[config.mk]
export PLATFORM = sky130hd
export DESIGN_NAME = adder_seq
export DESIGN_NICKNAME = d
export VERILOG_FILES = /design/src/rtl/adder_pkg.sv /design/src/rtl/adder_chunk.sv /design/src/rtl/adder_seq.sv
export SDC_FILE = /design/constraint.sdc
export NUM_CORES = 1
export LEC_CHECK = 0
export CORE_MARGIN = 2
export CORE_UTILIZATION = 40
export CTS_CLUSTER_SIZE = 8
export DETAILED_ROUTE_END_ITERATION = 6
export DONT_BUFFER_PORTS = 1
export GPL_ROUTABILITY_DRIVEN = 0
export PLACE_DENSITY = 0.53
export SLEW_MARGIN = 20
export SYNTH_ARGS = -nofsm -noshare
export SYNTH_HDL_FRONTEND = slang
export SYNTH_HIERARCHICAL = 1
export SYNTH_SLANG_ARGS = --single-unit
[constraint.sdc]
create_clock -name clk -period 5.13 [get_ports clk]
set_clock_uncertainty 0.1 [all_clocks]
set_input_delay 0.513 -clock clk [delete_from_list [all_inputs] [get_ports clk]]
set_output_delay 0.513 -clock clk [all_outputs]
set_load 0.005 [all_outputs]
[src/rtl/adder_pkg.sv]
// Shared constants and FSM encoding for the chunked sequential adder.
package adder_pkg;

  localparam int unsigned DefWidth = 16;
  localparam int unsigned DefChunk = 4;

  typedef enum logic [1:0] {
    StIdle = 2'd0,
    StBusy = 2'd1,
    StDone = 2'd2
  } adder_state_t;

endpackage

[src/rtl/adder_chunk.sv]
// Combinational CHUNK-bit ripple adder; also exposes the carry into its top bit
// so the caller can form signed overflow on the final chunk.
module adder_chunk
  import adder_pkg::*;
#(
  parameter int unsigned CHUNK = DefChunk
) (
  input  logic [CHUNK-1:0] a,
  input  logic [CHUNK-1:0] b,
  input  logic             cin,
  output logic [CHUNK-1:0] s,
  output logic             cout,
  output logic             c_msb_in
);

  logic [CHUNK:0] c;

  // Bit-serial ripple through the chunk.
  always_comb begin
    c    = '0;
    s    = '0;
    c[0] = cin;
    for (int unsigned i = 0; i < CHUNK; i++) begin
      s[i]   = a[i] ^ b[i] ^ c[i];
      c[i+1] = (a[i] & b[i]) | (a[i] & c[i]) | (b[i] & c[i]);
    end
    cout     = c[CHUNK];
    c_msb_in = c[CHUNK-1];
  end

endmodule

[src/rtl/adder_seq.sv]
// Sequential adder/subtractor: processes CHUNK bits per clock, WIDTH/CHUNK
// cycles per operation, then pulses done for one cycle with the result held.
module adder_seq
  import adder_pkg::*;
#(
  parameter int unsigned WIDTH = DefWidth,
  parameter int unsigned CHUNK = DefChunk
) (
  input  logic             clk,
  input  logic             rst_n,
  input  logic             start,
  input  logic [WIDTH-1:0] A,
  input  logic [WIDTH-1:0] B,
  input  logic             C0,
  input  logic             sub,
  output logic             busy,
  output logic             done,
  output logic [WIDTH-1:0] SUM,
  output logic             Carry,
  output logic             Overflow
);

  localparam int unsigned N    = WIDTH / CHUNK;
  localparam int unsigned CntW = (N > 1) ? $clog2(N) : 1;

  adder_state_t    state_q;
  logic [WIDTH-1:0] a_q, b_q, sum_q;
  logic             carry_q, carry_out_q, overflow_q;
  logic [CntW-1:0]  cnt_q;

  logic [CHUNK-1:0] chunk_a, chunk_b, chunk_s;
  logic             chunk_cout, chunk_c_msb_in;

  // Select the operand chunk addressed by the counter.
  always_comb begin
    chunk_a = '0;
    chunk_b = '0;
    for (int unsigned j = 0; j < N; j++) begin
      if (cnt_q == CntW'(j)) begin
        chunk_a = a_q[j*CHUNK +: CHUNK];
        chunk_b = b_q[j*CHUNK +: CHUNK];
      end
    end
  end

  adder_chunk #(
    .CHUNK (CHUNK)
  ) u_chunk (
    .a        (chunk_a),
    .b        (chunk_b),
    .cin      (carry_q),
    .s        (chunk_s),
    .cout     (chunk_cout),
    .c_msb_in (chunk_c_msb_in)
  );

  // FSM with operand capture, per-chunk accumulation and result flags.
  always_ff @(posedge clk or negedge rst_n) begin
    if (!rst_n) begin
      state_q     <= StIdle;
      a_q         <= '0;
      b_q         <= '0;
      sum_q       <= '0;
      carry_q     <= 1'b0;
      carry_out_q <= 1'b0;
      overflow_q  <= 1'b0;
      cnt_q       <= '0;
    end else begin
      case (state_q)
        StIdle, StDone: begin
          if (start) begin
            // Subtraction is A + ~B + 1; C0 is ignored in that mode.
            a_q     <= A;
            b_q     <= sub ? ~B : B;
            carry_q <= sub ? 1'b1 : C0;
            cnt_q   <= '0;
            state_q <= StBusy;
          end else begin
            state_q <= StIdle;
          end
        end
        StBusy: begin
          for (int unsigned j = 0; j < N; j++) begin
            if (cnt_q == CntW'(j)) sum_q[j*CHUNK +: CHUNK] <= chunk_s;
          end
          carry_q <= chunk_cout;
          cnt_q   <= cnt_q + 1'b1;
          if (cnt_q == CntW'(N - 1)) begin
            // Flags only change on the final chunk so they stay stable otherwise.
            carry_out_q <= chunk_cout;
            overflow_q  <= chunk_cout ^ chunk_c_msb_in;
            state_q     <= StDone;
          end
        end
        default: state_q <= StIdle;
      endcase
    end
  end

  assign busy     = (state_q == StBusy);
  assign done     = (state_q == StDone);
  assign SUM      = sum_q;
  assign Carry    = carry_out_q;
  assign Overflow = overflow_q;

endmodule

# After elaboration in Yosys (flattened, before gate mapping)
# Index checks and enable logic that the tools add are counted.
totals:
  register_bits: 55
  in_bits: 37
  out_inout_bits: 20
  word_cells: 76
op_classes:
  addsub: 1
  n_eq_ne: 7
  muxes: 17
  n_bitwise: 30
  reduce_logical: 10
ops:
  columns: ["operator", "count"]
  rows:
  - ["$mux 4", 8]
  - ["$mux 16", 1]
  - ["$not 16->16", 1]
  - ["$and 1x1->1", 12]
  - ["$reduce_and 2->1", 6]
  - ["$xor 1x1->1", 9]
  - ["$or 1x1->1", 8]
  - ["$pmux 2 s2", 2]
  - ["$eq 2x2->1 const B", 3]
  - ["$eq 2x1->1 const B", 2]
  - ["$logic_not 2->1", 2]
  - ["$mux 2", 2]
  - ["$mux 1", 3]
  - ["$add 2x1->2 const B", 1]
  - ["$ne 2x1->1 const B", 1]
  - ["$ne 2x2->1 const B", 1]
  - ["$pmux 1 s2", 1]
  - ["$reduce_bool 2->1", 1]
  - ["$reduce_or 2->1", 1]

# Depth between registers and ports, before layout
logic_depth:
  ltp_word: 18
  mapped_depth: 16
  mapped_depth_nobuf: 15

# By module
# The synthesis kept the hierarchy.
by_module_without_submodules:
  columns: ["mod", "n_inst", "cells_per_inst", "area_per_inst_um2", "seq_area_each_um2"]
  rows:
  - ["adder_seq", 1, 203, 2441.1, 1376.3]
  - ["adder_chunk", 1, 14, 117.6, 0.0]

# Worst setup path before layout
# Ideal clock, no wire load.
synth_timing:
  path_type: "flip-flop to flip-flop"
  from: "reg cnt_q[0]"
  to: "reg sum_q[15], in the netlist SUM[15]"
  setup_time_ns: 0.125
  arrival_time_ns: 2.902
  t_required_ns: 4.905
  path_slack_ns: 2.003
  path_stages_with_launch: 16
  path_buffers: 1
  period_less_slack_ns: 3.127
  path_cell_list: "dfrtp_1 inv_1 ha_1 nor2b_1 clkbuf_1 a22oi_1 a21oi_1 inv_1 fa_1 inv_1 fa_1 fa_1 inv_1 fa_1 inv_1 mux2_2"
synth_via:
  elab_chain_cells: 15
  word_cells_on_any_way: 30
  classes_between: "eq/ne: 3; mux: 8; bitwise: 17; reduce/logical: 2"
synth_rtl:
  columns: ["item", "line", "rtl"]
  rows:
  - ["start, declared", "adder_seq.sv:29", "logic [CntW-1:0] cnt_q;"]
  - ["start signal, assigned", "adder_seq.sv:87", "cnt_q <= cnt_q + 1'b1;"]
  - ["$logic_not 2->1", "adder_seq.sv:39", "if (cnt_q == CntW'(j)) begin"]
  - ["$mux 4 (3 in series)", "adder_seq.sv:39", null]
  - ["$mux 4 (*)", "adder_seq.sv:39", null]
  - ["via chunk_a[0]", "adder_seq.sv:31", "logic [CHUNK-1:0] chunk_a, chunk_b, chunk_s;"]
  - ["$and 1x1->1", "adder_chunk.sv:25", "c[i+1] = (a[i] & b[i]) | (a[i] & c[i]) | (b[i] & c[i]);"]
  - ["$or 1x1->1 (*) (2 in series)", "adder_chunk.sv:25", null]
  - ["$and 1x1->1", "adder_chunk.sv:25", null]
  - ["$or 1x1->1", "adder_chunk.sv:25", null]
  - ["$or 1x1->1 (*)", "adder_chunk.sv:25", null]
  - ["$and 1x1->1", "adder_chunk.sv:25", null]
  - ["$or 1x1->1", "adder_chunk.sv:25", null]
  - ["$or 1x1->1 (*)", "adder_chunk.sv:25", null]
  - ["via chunk_c_msb_in", "adder_seq.sv:32", "logic chunk_cout, chunk_c_msb_in;"]
  - ["$xor 1x1->1 (*)", "adder_chunk.sv:24", "s[i] = a[i] ^ b[i] ^ c[i];"]
  - ["via chunk_s[3]", "adder_seq.sv:31", null]
  - ["end signal, assigned by index", "adder_seq.sv:84", "if (cnt_q == CntW'(j)) sum_q[j*CHUNK +: CHUNK] <= chunk_s;"]
  - ["end, declared", "adder_seq.sv:27", "logic [WIDTH-1:0] a_q, b_q, sum_q;"]
# The timed path passes the listed nets; every way through them passes the cells marked *.
# A chain may end at the register's enable or synchronous reset.

# Worst setup path after layout
layout_timing:
  from: "reg cnt_q[0]"
  to: "reg sum_q[15], in the netlist SUM[15]"
layout_via:
  elab_chain_cells: 15
  word_cells_on_any_way: 30
  classes_between: "eq/ne: 3; mux: 8; bitwise: 17; reduce/logical: 2"
layout_rtl:
  columns: ["item", "line"]
  rows:
  - ["$logic_not 2->1", "adder_seq.sv:39"]
  - ["$mux 4 (3 in series)", "adder_seq.sv:39"]
  - ["$mux 4 (*)", "adder_seq.sv:39"]
  - ["via chunk_b[0]", "adder_seq.sv:31"]
  - ["$and 1x1->1", "adder_chunk.sv:25"]
  - ["$or 1x1->1", "adder_chunk.sv:25"]
  - ["$or 1x1->1 (*)", "adder_chunk.sv:25"]
  - ["$and 1x1->1", "adder_chunk.sv:25"]
  - ["$or 1x1->1", "adder_chunk.sv:25"]
  - ["$or 1x1->1 (*)", "adder_chunk.sv:25"]
  - ["$and 1x1->1", "adder_chunk.sv:25"]
  - ["$or 1x1->1", "adder_chunk.sv:25"]
  - ["$or 1x1->1 (*)", "adder_chunk.sv:25"]
  - ["via chunk_c_msb_in", "adder_seq.sv:32"]
  - ["$xor 1x1->1 (*)", "adder_chunk.sv:24"]
  - ["via chunk_s[3]", "adder_seq.sv:31"]
# Marks and branches as above.

==> qor.csv <==
stage,metric,value,unit
setup_path,family with the most delay on the worst path,adder cells,
power_and_ir_drop,NetSw,776,uW
setup_path,worst reg2reg startpoint,cnt_q[0],
setup_path,worst reg-to-reg path cell count,13,
final_layout,Synth-to-Final Area Change,6.94,%
yosys,Synth Area in Simple Gates,0.0611,
global_routing,first-pass GRT wire length,8120,um
global_routing,vias in the first global route,1566,
drt,Post-Route WL,4850,um
power_and_ir_drop,clock share of power,0.129,
placed_design,Placed Area,2590,um^2
timing,Final min period,3.54,ns
drt,DRT Pass-1 Iters,4,
clock_tree,# H-tree levels,2,
setup_path,Crit-path slowest cell,fa_1,
power_and_ir_drop,power share of the combinational group,0.468,
die,io pins,57,
drt,via count,1500,
timing,RSZ-0062 raised after global routing,false,
timing,Slew Limit Fails,0,
yosys,syn avg cell area,11.8,um^2
power_and_ir_drop,P_leak,1.18,nW
global_routing,initial antenna violation count,0,
clock_tree,CTS Root Cell,clkbuf_8,
die,Core Box Area,6280,um^2
placed_design,HPWL Detailed,3600,um
yosys,adder-cell share of the synthesized area,0.0509,
timing,Fin. Hold Viols,0,
drt,vias per inst,5.12,
final_layout,share of cells above drive strength 1,0.204,
setup_path,Buffers & Inverters on Critical Path,4,
clock_tree,post-CTS sizing,0,
final_layout,Final nets,260,
yosys,Synth Area in Compound Gates,0.100,
setup_path,Worst Path Arrival,3.63,ns
yosys,mapped cell area,2560,um^2
drt,remaining antenna violation count,0,
global_routing,Total GRT Usage,0.144,
global_routing,pin count of the biggest net entering global routing,56,
setup_path,crit path cell chain,ha_1 > nor2b_1 > a22oi_1 > a21oi_1 > inv_1 > fa_1 > inv_1 > fa_1 > fa_1 > inv_1 > fa_1 > inv_1 > mux2_2,
power_and_ir_drop,PD cells,726,nW/um^2
timing,setup TNS,0,ns
worst_hold_path,worst hold path endpoint,a_q[2],
timing,period utilisation layout,0.691,
final_layout,ant diodes,0,
setup_path,Worst setup SP type,flop,
drt,DR iter-0 viols,97,
worst_hold_path,Tightest Hold Check Type,primary input to flop,
yosys,post-synth cell types,27,
clock_tree,clk buf depth,2,
yosys,sequential element share of the synthesized area,0.538,
setup_path,Levels on crit path,13,
clock_tree,CTS Buf Count,5,
power_and_ir_drop,Seq pwr share,0.403,
setup_path,Critical Path Max Stage Delay,0.47,ns
setup_path,worst-path maximum fanout,11,
die,Site Rows,29,
yosys,#FFs+latches synth,55,
power_and_ir_drop,VDD IR max,0.327,mV
yosys,largest family of logic cells by synthesized area,multiplexers,
clock_tree,Clock Latency Late Sink,0.30,ns
worst_hold_path,HP Start,A[2],
setup_path,kind of critical path,flop to flop,
timing,WHS,0.255,ns
clock_tree,CTS tree,yes,
die,Die Width,84.0,um
clock_tree,clk sinks,55,
setup_path,reg2reg end,SUM[15],
yosys,Synth warnings,6,
power_and_ir_drop,Net Sw Frac,0.391,
clock_tree,CTS Hold Bufs,2,
yosys,Synth Instances,217,
drt,DR WL/cell,16.6,um
placed_design,PortBufs,0,
setup_path,R2R setup slack,1.59,ns
power_and_ir_drop,internal power,1.21,mW
die,die area,7050,um^2
yosys,Post-synth EDFFs,0,
setup_path,CP Capture Type,flop,
worst_hold_path,hold depth,1,
yosys,Mapped Nets,262,
timing,Final setup viols,0,
yosys,Synth area leader,dfrtp_1,
global_routing,total grt overflow,0,
setup_path,Required @ worst endpoint,5.22,ns
timing,Worst Tran Pin Value,0.948,ns
yosys,multiplexer area fraction after synthesis,0.145,
status,outcome,completed,
drt,DRC violations left,0,
yosys,area share of the largest cell type after synthesis,0.538,
yosys,ys flop type,dfrtp_1,
yosys,Area contributors post-synth,"dfrtp_1 54%, mux2_2 14%, xnor2_1 5.8%",
flow_run,Max Cap Violations,0,
timing,slew margin rel.,0.368,
yosys,Post-Synth XOR/XNOR Area,0.0582,
clock_tree,"Reg clk slew, reported paths",0.10,ns
yosys,commonest cells in the netlist,"55 x dfrtp_1, 32 x mux2_2, 21 x nand2_1",
timing,fmax,282,MHz
clock_tree,setup bufs post-CTS,0,
final_layout,post-route cell area,2740,um^2
die,overall die height,84.0,um
die,initial core utilization,0.408,
yosys,"Async S/R FF share, synth",1.00,
yosys,most common cell in the netlist,dfrtp_1,
[power by group through the flow]
stage / logic [mW] / clock network, mW / registers [mW]
6_report: 0.930 / 0.256 / 0.801
5_1_grt: 1.07 / 0.286 / 0.830
4_1_cts: 0.958 / 0.266 / 0.807
3_5_place_dp: 0.945 / 0 / 0.817
3_3_place_gp: 0.929 / 0 / 0.814
2_1_floorplan: 0.756 / 0 / 0.759
[routing by layer]
| layer | GRT usage | up-vias | wire length, um |
|---|---|---|---|
| li1 | - | 731 | - |
| met1 | 0.195 | 723 | 2170 |
| met2 | 0.230 | 41 | 2350 |
| met3 | 0.0415 | 5 | 293 |
| met4 | 0.0352 | 0 | 40 |
| met5 | 0 | - | 0 |
[logic make-up (layout without fill, tap and decap cells)]
family / count (synthesis) / count (layout)
simple gates: 34 / 34
fa+ha+maj: 8 / 8
mux: 33 / 33
compound gates: 44 / 44
flops: 55 / 55
xor+xnor: 17 / 17
buf+inv: 26 / 25
[worst register-to-register path: cells and delay by family, from the launching register on]
kind,cells,cell delay (ns)
flip-flops,1,0.44
adder cells (fa/ha/maj),5,1.61
buffers and inverters,4,0.28
AND/OR/NAND/NOR,1,0.43
multiplexers,1,0.25
AO/OA/AOI/OAI,2,0.33
[state kept, by name, summed over array words and instances (netlist names)]
signal    count
b_q          16
Carry         1
a_q          16
state_q       2
carry_q       1
SUM          16
cnt_q         2
Overflow      1
[placed cells by master, fill, tap and decap left out, types with 2 or more instances in the layout]
master / synthesis / layout
o21ai_0: 20 / 20
nand2b_1: 3 / 2
a22oi_1: 7 / 7
xnor2_1: 17 / 17
fa_1: 4 / 4
a21oi_1: 7 / 7
nor2b_1: 2 / 2
mux2_2: 32 / 32
inv_1: 14 / 14
ha_1: 4 / 4
clkbuf_8: 0 / 7
nor2_1: 3 / 3
nand3b_1: 2 / 2
dfrtp_1: 55 / 55
nand2_1: 21 / 21
o22ai_1: 7 / 7
[layout make-up]
| type | count | area, um^2 |
|---|---|---|
| clock buffers | 7 | 96.3 |
| fillers | 613 | 3540 |
| clock inverters | 1 | 7.51 |
| repair buffers | 2 | 37.5 |
| inverters | 15 | 56.3 |
| flip-flops and latches | 55 | 1380 |
| multi-input cells | 136 | 1070 |
| well taps | 77 | 96.3 |
[worst max-delay path by stage]
stage	endpoint	start	slack, ns
2_1_floorplan	SUM[15]	cnt_q[0]	2.00
3_3_place_gp	SUM[11]	cnt_q[1]	1.71
3_5_place_dp	SUM[7]	cnt_q[1]	1.62
4_1_cts	SUM[11]	cnt_q[0]	1.59
5_1_grt	SUM[15]	cnt_q[1]	1.34
6_report	SUM[15]	cnt_q[0]	1.59
[per-stage QoR]
step | util | setup slack, ns | instances | power (mW)
6_report | 0.436 | 1.59 | 293 | 1.99
5_1_grt | 0.436 | 1.34 | 293 | 2.18
4_1_cts | 0.436 | 1.59 | 293 | 2.03
3_5_place_dp | 0.413 | 1.62 | 283 | 1.76
3_3_place_gp | 0.413 | 1.71 | 283 | 1.74
2_1_floorplan | - | 2.00 | 217 | 1.52
Note: power is estimated with default switching activity, not from simulation.
